`src/rtl/seven_seg_scanner_if.sv`:
```
// Display scanner signal bundle: value/dots/control in, segment and digit pins out.
// master = display-value producer, slave = scanner.
interface seven_seg_scanner_if;
    logic [15:0] value;
    logic [3:0]  dots;
    logic        blank_zeros;
    logic        enable;
    logic [7:0]  abcdefgh;
    logic [3:0]  digit;
    logic        frame_done;

    modport master (
        output value, dots, blank_zeros, enable,
        input  abcdefgh, digit, frame_done
    );

    modport slave (
        input  value, dots, blank_zeros, enable,
        output abcdefgh, digit, frame_done
    );
endinterface

```
`src/rtl/seven_seg_scanner.sv`:
```
// 4-digit multiplexed 7-segment scanner with blanking guard, leading-zero blanking and per-frame latching.
// Latency: registered outputs, change on the same edge as the scan state; no backpressure, free-running scan.
module seven_seg_scanner #(
    parameter int DWELL_CYCLES = 50000,
    parameter int BLANK_CYCLES = 16
) (
    input  logic               clk,
    input  logic               reset_n,
    seven_seg_scanner_if.slave bus
);
    localparam int MAX_CYC = (DWELL_CYCLES > BLANK_CYCLES) ? DWELL_CYCLES : BLANK_CYCLES;
    localparam int TW      = $clog2(MAX_CYC + 1);

    typedef enum logic {
        ST_BLANK = 1'b0,
        ST_SHOW  = 1'b1
    } state_t;

    state_t          state_q, state_d;
    logic [1:0]      idx_q, idx_d;
    logic [TW-1:0]   timer_q, timer_d;
    logic [15:0]     value_sh_q, value_sh_d;
    logic [3:0]      dots_sh_q, dots_sh_d;
    logic            bz_sh_q, bz_sh_d;
    logic [7:0]      seg_q, seg_d;
    logic [3:0]      digit_q, digit_d;
    logic            frame_done_q, frame_done_d;

    // Segment patterns a..g, active-low.
    function automatic logic [6:0] decode7(input logic [3:0] n);
        case (n)
            4'h0: decode7 = 7'b0000001;
            4'h1: decode7 = 7'b1001111;
            4'h2: decode7 = 7'b0010010;
            4'h3: decode7 = 7'b0000110;
            4'h4: decode7 = 7'b1001100;
            4'h5: decode7 = 7'b0100100;
            4'h6: decode7 = 7'b0100000;
            4'h7: decode7 = 7'b0001111;
            4'h8: decode7 = 7'b0000000;
            4'h9: decode7 = 7'b0000100;
            4'hA: decode7 = 7'b0001000;
            4'hB: decode7 = 7'b1100000;
            4'hC: decode7 = 7'b0110001;
            4'hD: decode7 = 7'b1000010;
            4'hE: decode7 = 7'b0110000;
            default: decode7 = 7'b0111000;
        endcase
    endfunction

    always_ff @(posedge clk or negedge reset_n) begin
        if (!reset_n) begin
            state_q      <= ST_BLANK;
            idx_q        <= 2'd0;
            timer_q      <= '0;
            value_sh_q   <= '0;
            dots_sh_q    <= '0;
            bz_sh_q      <= 1'b0;
            seg_q        <= 8'hFF;
            digit_q      <= 4'hF;
            frame_done_q <= 1'b0;
        end else begin
            state_q      <= state_d;
            idx_q        <= idx_d;
            timer_q      <= timer_d;
            value_sh_q   <= value_sh_d;
            dots_sh_q    <= dots_sh_d;
            bz_sh_q      <= bz_sh_d;
            seg_q        <= seg_d;
            digit_q      <= digit_d;
            frame_done_q <= frame_done_d;
        end
    end

    always_comb begin
        state_d = state_q;
        idx_d   = idx_q;
        timer_d = timer_q + TW'(1);
        if (!bus.enable) begin
            state_d = ST_BLANK;
            idx_d   = 2'd0;
            timer_d = '0;
        end else begin
            case (state_q)
                ST_BLANK: begin
                    if (timer_q == TW'(BLANK_CYCLES - 1)) begin
                        state_d = ST_SHOW;
                        timer_d = '0;
                    end
                end
                default: begin
                    if (timer_q == TW'(DWELL_CYCLES - 1)) begin
                        state_d = ST_BLANK;
                        idx_d   = idx_q + 2'd1;
                        timer_d = '0;
                    end
                end
            endcase
        end
    end

    // Inputs are sampled only in the guard before digit 0 so a frame never mixes two values.
    always_comb begin
        value_sh_d = value_sh_q;
        dots_sh_d  = dots_sh_q;
        bz_sh_d    = bz_sh_q;
        if (state_q == ST_BLANK && idx_q == 2'd0) begin
            value_sh_d = bus.value;
            dots_sh_d  = bus.dots;
            bz_sh_d    = bus.blank_zeros;
        end
    end

    logic [3:0] nib;
    logic [6:0] seg7;
    logic       lead_zero;

    // Decode from the next-state shadow so digit 0 shows the value latched on its own entry edge.
    always_comb begin
        nib       = value_sh_d[{idx_d, 2'b00} +: 4];
        lead_zero = 1'b0;
        case (idx_d)
            2'd1:    lead_zero = (value_sh_d[15:4] == 12'h000);
            2'd2:    lead_zero = (value_sh_d[15:8] == 8'h00);
            2'd3:    lead_zero = (value_sh_d[15:12] == 4'h0);
            default: lead_zero = 1'b0;
        endcase
        seg7 = decode7(nib);
        if (bz_sh_d && lead_zero) begin
            seg7 = 7'h7F;
        end
        seg_d        = 8'hFF;
        digit_d      = 4'hF;
        frame_done_d = 1'b0;
        if (state_d == ST_SHOW) begin
            seg_d        = {seg7, ~dots_sh_d[idx_d]};
            digit_d      = ~(4'b0001 << idx_d);
            frame_done_d = (idx_d == 2'd3) && (timer_d == TW'(DWELL_CYCLES - 1));
        end
    end

    assign bus.abcdefgh   = seg_q;
    assign bus.digit      = digit_q;
    assign bus.frame_done = frame_done_q;
endmodule

```
`src/flat_wrapper.sv`:
```
// flat-port wrapper written by rule: the top's interface ports become plain ports
module seven_seg_scanner_flat 
#(
    parameter int DWELL_CYCLES = 50000,
    parameter int BLANK_CYCLES = 16
)
  (clk, reset_n, bus_value, bus_dots, bus_blank_zeros, bus_enable, bus_abcdefgh, bus_digit, bus_frame_done);
  seven_seg_scanner_if bus_i ();
  input  logic clk;
  input  logic reset_n;
  input wire logic [$bits(bus_i.value)-1:0] bus_value;
  input wire logic [$bits(bus_i.dots)-1:0] bus_dots;
  input wire logic [$bits(bus_i.blank_zeros)-1:0] bus_blank_zeros;
  input wire logic [$bits(bus_i.enable)-1:0] bus_enable;
  output wire logic [$bits(bus_i.abcdefgh)-1:0] bus_abcdefgh;
  output wire logic [$bits(bus_i.digit)-1:0] bus_digit;
  output wire logic [$bits(bus_i.frame_done)-1:0] bus_frame_done;
  assign bus_i.value = bus_value;
  assign bus_i.dots = bus_dots;
  assign bus_i.blank_zeros = bus_blank_zeros;
  assign bus_i.enable = bus_enable;
  assign bus_abcdefgh = bus_i.abcdefgh;
  assign bus_digit = bus_i.digit;
  assign bus_frame_done = bus_i.frame_done;
  seven_seg_scanner #(.DWELL_CYCLES(DWELL_CYCLES), .BLANK_CYCLES(BLANK_CYCLES)) u_core (.clk(clk), .reset_n(reset_n), .bus(bus_i));
endmodule
```
`config.mk`:
```
export PLATFORM = sky130hd
export DESIGN_NAME = seven_seg_scanner_flat
export DESIGN_NICKNAME = d
export VERILOG_FILES = /design/src/rtl/seven_seg_scanner_if.sv /design/src/rtl/seven_seg_scanner.sv /design/src/flat_wrapper.sv
export SDC_FILE = /design/constraint.sdc
export NUM_CORES = 1
export LEC_CHECK = 0
export BUFFER_PORTS_ARGS = -buffer_cell sky130_fd_sc_hd__buf_2
export CORE_MARGIN = 3
export CORE_UTILIZATION = 64
export CTS_BUF_LIST = sky130_fd_sc_hd__clkbuf_8
export CTS_CLUSTER_DIAMETER = 30
export DETAILED_ROUTE_END_ITERATION = 10
export GPL_TIMING_DRIVEN = 0
export HOLD_SLACK_MARGIN = 0.12
export PLACE_DENSITY = 0.86
export SYNTH_ARGS = -nofsm -noshare
export SYNTH_HDL_FRONTEND = slang
export SYNTH_SLANG_ARGS = --single-unit
```
`constraint.sdc`:
```
create_clock -name clk -period 6.97 [get_ports clk]
set_input_delay 0.3485 -clock clk [delete_from_list [all_inputs] [get_ports clk]]
set_output_delay 0.3485 -clock clk [all_outputs]
set_load 0.05 [all_outputs]
```
==> results of run 1 <==
final timing paths:
kind	endpoint	slack (ns)	cells after the start
setup / recovery	u_core.bus.abcdefgh[2]	2.99	15
setup reg to reg	u_core.bus.abcdefgh[2]	2.99	15
hold / removal	u_core.dots_sh_q[3]	0.25	1
min in group clk	u_core.bz_sh_q	0.28	2
hold reg to reg	u_core.dots_sh_q[2]	0.51	2
max in group asynchronous	u_core.idx_q[1]	6.02	1
cell families after synthesis:
kind of cell	synth area share, %
adder cells (fa/ha/maj)	3.520
AND/OR/NAND/NOR	18.08
buffers and inverters	3.739
XOR/XNOR	4.004
multiplexers	8.315
flip-flops	47.16
AO/OA/AOI/OAI	15.18
where the power goes:
group	total, mW	switching [mW]	internal [mW]	leakage [nW]
registers	0.319	0.00379	0.315	0.648
clock network	0.220	0.103	0.117	0.0574
logic	0.0451	0.0272	0.0179	0.668
routing by layer:
metal	up-vias	track usage [%]
met3	9	3.719
met5	-	0
li1	1061	-
met2	68	39.68
met1	1080	33.63
met4	0	7.992
flip-flops by register name, indices dropped and copies added (netlist names):
signal / cells
u_core.bz_sh_q: 1
u_core.idx_q: 2
u_core.timer_q: 16
u_core.state_q: 1
u_core.dots_sh_q: 4
u_core.value_sh_q: 16
u_core.bus.frame_done: 1
u_core.bus.abcdefgh: 8
u_core.bus.digit: 4
cell type report:
class | instances | area, sq um | share of cell area, %
Clock buffer | 6 | 82.58 | 2.575
Clock inverter | 2 | 37.54 | 1.171
Multi-Input combinational cell | 194 | 1396 | 43.54
Tap cell | 50 | 62.56 | 1.951
Buffer | 7 | 42.54 | 1.327
Sequential cell | 53 | 1341 | 41.83
Timing Repair Buffer | 36 | 180.2 | 5.618
Inverter | 17 | 63.81 | 1.990
stage by stage:
| stage | utilization (%) | area [sq um] | hold WS, ns |
|---|---|---|---|
| 6_report | 77.39 | 3207 | 0.2523 |
| 5_1_grt | 77.39 | 3207 | 0.2784 |
| 4_1_cts | 77.39 | 3207 | 0.2759 |
| 3_5_place_dp | 74.49 | 3087 | 0.4952 |
| 3_3_place_gp | 74.49 | 3087 | 0.4720 |
| 2_1_floorplan | - | 2844 | 0.05291 |
Yosys cell counts, drive strengths merged, types with 7 or more instances:
master  number
dfstp       12
or3          7
dfrtp       41
nand3        7
mux2        13
nor3        11
nand2       19
xor2         8
a21oi        8
o21ai       14
nor2        25
mux2i        9
inv         17
ha           8
==> flow_summary.json, run 1 <==
{
  "cts_sinks": 53,
  "vias_per_cell": 6.077,
  "rsz0062_at_grt": "false",
  "drtAntennaViolNets": 0,
  "dp_hpwl_um": 4410,
  "die_w_um": 72.66,
  "post_cts_resize_count": 0,
  "rr_startpoint": "u_core.idx_q[0]",
  "syn_inst": 271,
  "ys_seq_area_share_pct": 47.16,
  "cts_setup_buffers": 0,
  "synth_ff_type": "dfrtp_1",
  "finalSetupViolCount": 0,
  "finalCritPeriodShare_pct": 57.08,
  "synth_top_cell_by_area": "dfrtp_1",
  "status": "completed",
  "max_freq_mhz": 251.4,
  "wl_um": 6021,
  "worst_setup_path_end_kind": "flip-flop",
  "drcViolationCount": 0,
  "num-nets-final": 346,
  "root_buffer": "clkbuf_8",
  "grt_overflow": 0,
  "core-area_sq_um": 4144,
  "die_h_um": 72.66,
  "pin_count": 37,
  "nFillCells": 293,
  "drive_gt1_share_pct": 27.94,
  "p_leak_nw": 1.374,
  "grt_first_pass_wirelength_um": 9963,
  "ir_drop_mv": 0.1449,
  "groute.usage.overall_pct": 24.41,
  "worst_slack_ns": 2.992,
  "port_buffers": 36,
  "wl_met1_um": 2758,
  "num_vias": 2218,
  "power.density_nw_per_um2": 182.0,
  "cp_slowest_cell": "buf_1",
  "drtIter0Drc": 175,
  "slew_headroom_pct": 24.28,
  "dpl.cell_count": 357,
  "dr_wl_met3_um": 314,
  "crit_type": "flip-flop to flip-flop",
  "cts_buffers": 5,
  "hold_class": "input pin to asynchronous set/reset pin",
  "finalHoldViolations": 0,
  "first_pass_iters": 4,
  "die_area_sq_um": 5279,
  "ys_ff_latch": 53,
  "ys_warn_count": 0,
  "cp_cell_sequence": "inv_1, ha_1, nand2b_1, buf_6, clkbuf_1, buf_1, mux2_2, o21a_1, a21oi_1, o211a_1, inv_1, ha_1, o21ai_0, o21ai_0, a221o_1",
  "setup.worst_path.start_class": "flip-flop",
  "gp_congestion": 0.8631,
  "yosys.area.top_type_share_pct": 36.08,
  "drv_slew": 0,
  "worstPathRequired_ns": 7.20,
  "dr.max_layer_used": "met4",
  "diodes": 0,
  "synth_edf_count": 0,
  "path_buf_inv": 5,
  "fin_tns_setup_ns": 0,
  "wl_met2_um": 2860,
  "layout_commonest_cell": "dfrtp_1",
  "crit_arrival_ns": 4.21,
  "grt_max_degree": 54,
  "period_needed_ns": 3.978,
  "grt_pass1_vias": 2116,
  "syn_nets": 303,
  "clockBufferDepth": 2,
  "fin_worst_skew_ns": 0.01203,
  "synth_cell_types": 54,
  "async_flop_share_pct": 100.0,
  "cpPeakStageDelay_ns": 0.52,
  "dpl_worst_slack_ns": 3.020,
  "synth_area_leaders": "dfrtp_1 (36%), dfstp_2 (11%), mux2_2 (5.1%), ha_1 (3.5%), mux2i_1 (3.2%)",
  "rows": 23,
  "cts_tree": "yes",
  "worst_slew_pin_slew_ns": 1.136,
  "crit_family": "buffers and inverters",
  "synthesis.area_sq_um": 2844,
  "clk_latency_ns": 0.31,
  "final_cell_count_no_fill": 365,
  "syn_to_final_growth_pct": 12.76,
  "cp_max_fo": 10,
  "avgSynthCellArea_sq_um": 10.49,
  "power_mw": 0.5838,
  "cap_violations": 0,
  "antenna_found_initial": 0,
  "h-tree-depth": 2,
  "path_clk_slew_ns": 0.10,
  "initial_core_util_pct": 68.63,
  "post_drt_wl_per_cell_um": 16.50,
  "crit_start": "u_core.idx_q[0]",
  "cts_hold_buffers": 0,
  "final_cell_mix": "dfrtp_1 (41), buf_2 (37), nor2_1 (23)"
}
Note: power is estimated with default switching activity, not from simulation.
==> run 2: changes to the inputs <==
- CORE_UTILIZATION: 64 -> 60
- PLACE_DENSITY: 0.86 -> 0.81
- clock period: 6.97 -> 4.1 ns (I/O delays scaled with it)
==> flow_summary.json, run 2 (synthesis results as in run 1) <==
{
  "ir_drop_mv": 0.1460,
  "status": "completed",
  "final_area_sq_um": 3173,
  "cp_slowest_cell": "dfrtp_1",
  "path_buf_inv": 5,
  "die_h_um": 74.85,
  "holdWs_ns": 0.1081,
  "drcViolationCount": 0,
  "gp_congestion": 0.9008,
  "crit_family": "buffers and inverters",
  "placed_area_sq_um": 3089,
  "grt_max_degree": 54,
  "fin_tns_setup_ns": 0,
  "syn_to_final_growth_pct": 11.57,
  "first_pass_iters": 5,
  "grt_first_pass_wirelength_um": 9597,
  "cts_setup_buffers": 0,
  "dpl.cell_count": 359,
  "final_cell_count_no_fill": 367,
  "path_clk_slew_ns": 0.09,
  "drtIter0Drc": 185,
  "die_w_um": 74.85,
  "power_mw": 0.9011,
  "crit_arrival_ns": 4.03,
  "layout_commonest_cell": "dfrtp_1",
  "drv_slew": 0,
  "worst_setup_path_end_kind": "flip-flop",
  "h-tree-depth": 2,
  "worst_slew_pin_slew_ns": 1.124,
  "hold_class": "input pin to asynchronous set/reset pin",
  "final_cell_mix": "dfrtp_1 (41), buf_2 (37), nor2_1 (23)",
  "num-nets-final": 346,
  "initial_core_util_pct": 63.56,
  "rows": 24,
  "cp_cell_sequence": "inv_1, ha_1, nand2b_1, buf_6, clkbuf_1, clkbuf_2, mux2_2, o21a_1, a21oi_1, o211a_1, inv_1, ha_1, o21ai_0, o21ai_0, a221o_1",
  "worstPathRequired_ns": 4.34,
  "post_drt_wl_per_cell_um": 15.66,
  "p_leak_nw": 1.369,
  "finalSetupViolCount": 0,
  "drtAntennaViolNets": 0,
  "grt_pass1_vias": 2131,
  "cts_sinks": 53,
  "rsz0062_at_grt": "false",
  "period_needed_ns": 3.791,
  "max_freq_mhz": 263.8,
  "cpPeakStageDelay_ns": 0.46,
  "die_area_sq_um": 5602,
  "cap_violations": 0,
  "diodes": 0,
  "grt_overflow": 0,
  "cts_hold_buffers": 0,
  "finalHoldViolations": 0,
  "power.density_nw_per_um2": 284.0,
  "cts_tree": "yes",
  "cp_max_fo": 10,
  "dp_hpwl_um": 4315,
  "clk_latency_ns": 0.31,
  "pin_count": 37,
  "port_buffers": 36,
  "cts_buffers": 5,
  "vias_per_cell": 5.981,
  "drive_gt1_share_pct": 27.94,
  "clockBufferDepth": 2,
  "root_buffer": "clkbuf_8",
  "num_vias": 2195,
  "wl_um": 5746,
  "core-area_sq_um": 4474,
  "crit_type": "flip-flop to flip-flop",
  "slew_headroom_pct": 25.03,
  "finalCritPeriodShare_pct": 92.46,
  "setup.worst_path.start_class": "flip-flop",
  "antenna_found_initial": 0,
  "groute.usage.overall_pct": 22.31,
  "fin_worst_skew_ns": 0.004915
}
run 2: cell types whose count changed in the layout (fill, tap and decap cells not counted):
cell / before / now
clkbuf_2: 0 / 1
buf_1: 1 / 0
clkbuf_8: 6 / 5
bufinv_16: 1 / 0
inv_1: 17 / 18
clkinvlp_4: 1 / 0
clkinv_2: 0 / 2
run 2: power breakdown:
| group | total [mW] | switching [mW] | internal (mW) |
|---|---|---|---|
| logic | 0.0763 | 0.0457 | 0.0306 |
| registers | 0.542 | 0.00591 | 0.536 |
| clock network | 0.283 | 0.167 | 0.116 |
| total | 0.901 | 0.218 | 0.683 |
run 2: what timing repair did:
item,CTS,global route
endpoints found under the hold margin,0,0
endpoints found under the setup margin,0,1
gates resized for setup,0,1
run 2: final timing paths:
path | startpoint | slack, ns | cells after the start | endpoint
max | u_core.idx_q[0] | 0.31 | 15 | u_core.bus.abcdefgh[2]
min in group clk | bus_dots[2] | 0.12 | 3 | u_core.dots_sh_q[2]
max in group asynchronous | reset_n | 3.31 | 1 | u_core.idx_q[0]
max reg2reg | u_core.idx_q[0] | 0.31 | 15 | u_core.bus.abcdefgh[2]
min reg2reg | u_core.dots_sh_q[2] | 0.49 | 2 | u_core.dots_sh_q[2]
min | reset_n | 0.11 | 1 | u_core.dots_sh_q[1]
run 2: worst register-to-register path, cell delays in order, from the launching register on:
cell and delay (ns):
dfrtp_1 0.46, inv_1 0.18, ha_1 0.23, nand2b_1 0.08, buf_6 0.12, clkbuf_1 0.42, clkbuf_2 0.38, mux2_2 0.39
o21a_1 0.11, a21oi_1 0.16, o211a_1 0.30, inv_1 0.12, ha_1 0.21, o21ai_0 0.12, o21ai_0 0.14, a221o_1 0.31
run 2: cell type report:
type	count	area, sq um
well taps	52	65.06
plain buffers	7	43.79
clock inverters	3	13.76
fillers	336	1301
flip-flops and latches	53	1341
clock buffers	5	68.82
multi-input cells	194	1396
inverters	17	63.81
repair buffers	36	180.2
run 2: stage by stage:
step	utilization [%]	worst slack, ns
6_report	70.92	0.3092
5_1_grt	70.92	0.07900
4_1_cts	70.89	0.09049
3_5_place_dp	69.04	0.1034
3_3_place_gp	69.04	0.1514
2_1_floorplan	-	0.7645
run 2: per-layer routing:
metal	GRT usage (%)	vias to the layer above	routed length, um
met2	36.17	57	2654
li1	-	1061	-
met4	8.893	0	88
met1	30.40	1070	2774
met5	0	-	0
met3	2.937	7	228
==> run 3: changes to the inputs <==
- CTS_BUF_LIST: sky130_fd_sc_hd__clkbuf_8 -> sky130_fd_sc_hd__clkbuf_2 sky130_fd_sc_hd__clkbuf_4 sky130_fd_sc_hd__clkbuf_8
- PLACE_DENSITY: 0.81 -> 0.82
- SKIP_CTS_REPAIR_TIMING: unset -> 1
==> flow_summary.json, run 3 (synthesis results as in run 1) <==
{
  "status": "completed",
  "cap_violations": 0,
  "gp_congestion": 0.8669,
  "finish.utilization_pct": 71.76,
  "h-tree-depth": 2,
  "rows": 24,
  "final_cell_count_no_fill": 367,
  "power.density_nw_per_um2": 307.3,
  "worstPathRequired_ns": 4.34,
  "cp_max_fo": 10,
  "core-area_sq_um": 4474,
  "crit_family": "compound AO/OA/AOI/OAI gates",
  "post_drt_wl_per_cell_um": 16.04,
  "setup.worst_path.start_class": "flip-flop",
  "wl_um": 5888,
  "cts_buffers": 5,
  "hold_class": "input pin to asynchronous set/reset pin",
  "cts_tree": "yes",
  "drv_slew": 0,
  "grt_first_pass_wirelength_um": 9846,
  "num_vias": 2204,
  "ff_latch_area_sq_um": 1341,
  "cpPeakStageDelay_ns": 0.46,
  "fin_worst_skew_ns": 0.004697,
  "grt_max_degree": 54,
  "rr_startpoint": "u_core.idx_q[0]",
  "first_pass_iters": 4,
  "p_leak_nw": 1.377,
  "antenna_found_initial": 0,
  "rrSetupSlack_ns": 0.26,
  "nFillCells": 343,
  "cp_num_cells": 15,
  "die_area_sq_um": 5602,
  "r2r-end": "u_core.bus.abcdefgh[2]",
  "cts_sinks": 53,
  "die_w_um": 74.85,
  "dpl.cell_count": 359,
  "drcViolationCount": 0,
  "initial_core_util_pct": 63.56,
  "crit_type": "flip-flop to flip-flop",
  "period_needed_ns": 3.844,
  "rsz0062_at_grt": "false",
  "crit_arrival_ns": 4.08,
  "layout_commonest_cell": "dfrtp_1",
  "cp_cell_sequence": "inv_1, ha_1, nand2b_1, buf_6, clkbuf_1, clkbuf_2, mux2_2, o21a_1, a21oi_1, o211a_1, inv_1, ha_1, o21ai_0, o21ai_0, a221o_1",
  "slew_headroom_pct": 24.31,
  "finalSetupViolCount": 0,
  "path_buf_inv": 5,
  "clk_latency_ns": 0.30,
  "root_buffer": "clkbuf_8",
  "r2r_cells": 15,
  "grt_overflow": 0,
  "syn_to_final_growth_pct": 12.89,
  "worst_setup_path_end_kind": "flip-flop",
  "ir_drop_mv": 0.2074,
  "die_h_um": 74.85,
  "clockBufferDepth": 2,
  "final_cell_mix": "dfrtp_1 (41), buf_2 (37), nor2_1 (23)",
  "finalHoldViolations": 0,
  "fin_tns_setup_ns": 0,
  "diodes": 0,
  "drive_gt1_share_pct": 28.25,
  "max_freq_mhz": 260.1,
  "drtAntennaViolNets": 0,
  "grt_pass1_vias": 2189,
  "pin_count": 37,
  "path_clk_slew_ns": 0.09,
  "dp_hpwl_um": 4389,
  "finalCritPeriodShare_pct": 93.76,
  "vias_per_cell": 6.005,
  "port_buffers": 36,
  "multiInputGateArea_sq_um": 1396,
  "drtIter0Drc": 149,
  "num-nets-final": 346,
  "groute.usage.overall_pct": 22.78,
  "cp_slowest_cell": "dfrtp_1",
  "worst_slew_pin_slew_ns": 1.135
}
==> run 3: cell count changes in the layout (fill, tap and decap cells not counted) <==
cell        previous run  this run
bufinv_16              0         1
clkinv_2               2         0
clkbuf_8               5         6
inv_1                 18        17
clkinvlp_4             0         1
==> run 3: where the power goes <==
part	internal [mW]	switching, mW	leakage, nW
combinational	0.0306	0.0464	0.672
clock	0.199	0.169	0.0574
sequential	0.536	0.00597	0.648
total	0.765	0.221	1.38
==> run 3: per-layer routing <==
metal	GRT usage [%]	routed length [um]
met1	29.71	2775
met2	37.81	2747
met3	5.207	241
met4	7.115	124
met5	0	0
==> run 3: per-stage QoR <==
step	cell area (sq um)	power, mW	hold WS, ns	worst slack, ns
final	3211	0.9865	0.1180	0.2557
after global routing	3211	1.026	0.1362	0.03665
after CTS	3209	0.9961	0.1219	0.1010
after detailed placement	3089	0.6288	0.4489	0.1332
after global placement	3089	0.6248	0.4453	0.1648
after floorplan	2844	0.5935	-0.09059	0.7645
==> run 3: cell type report <==
cell class	instances	share of cell area, %
multi-input combinational	194	43.49
sequential	53	41.78
timing repair buffer	36	5.612
clock buffer	6	2.572
tap	52	2.026
inverter	17	1.988
buffer	7	1.364
clock inverter	2	1.169
==> run 3: worst register-to-register path, delay by kind of cell (launching register included) <==
kind | cells | cell delay (ns)
muxes | 1 | 0.39
AOI/OAI and AO/OA | 6 | 1.20
adders and majority gates | 2 | 0.44
buffers and inverters | 5 | 1.22
and+or+nand+nor | 1 | 0.08
DFF | 1 | 0.46
==> run 3: how the worst max path moves through the flow <==
stage | slack (ns) | startpoint | endpoint
CTS | 0.10 | u_core.idx_q[0] | u_core.bus.abcdefgh[2]
floorplan | 0.76 | u_core.idx_q[0] | u_core.bus.abcdefgh[2]
detailed placement | 0.13 | u_core.idx_q[0] | u_core.bus.abcdefgh[2]
global route | 0.04 | u_core.idx_q[0] | u_core.bus.abcdefgh[2]
finish | 0.26 | u_core.idx_q[0] | u_core.bus.abcdefgh[2]
global placement | 0.16 | u_core.idx_q[0] | u_core.bus.abcdefgh[2]
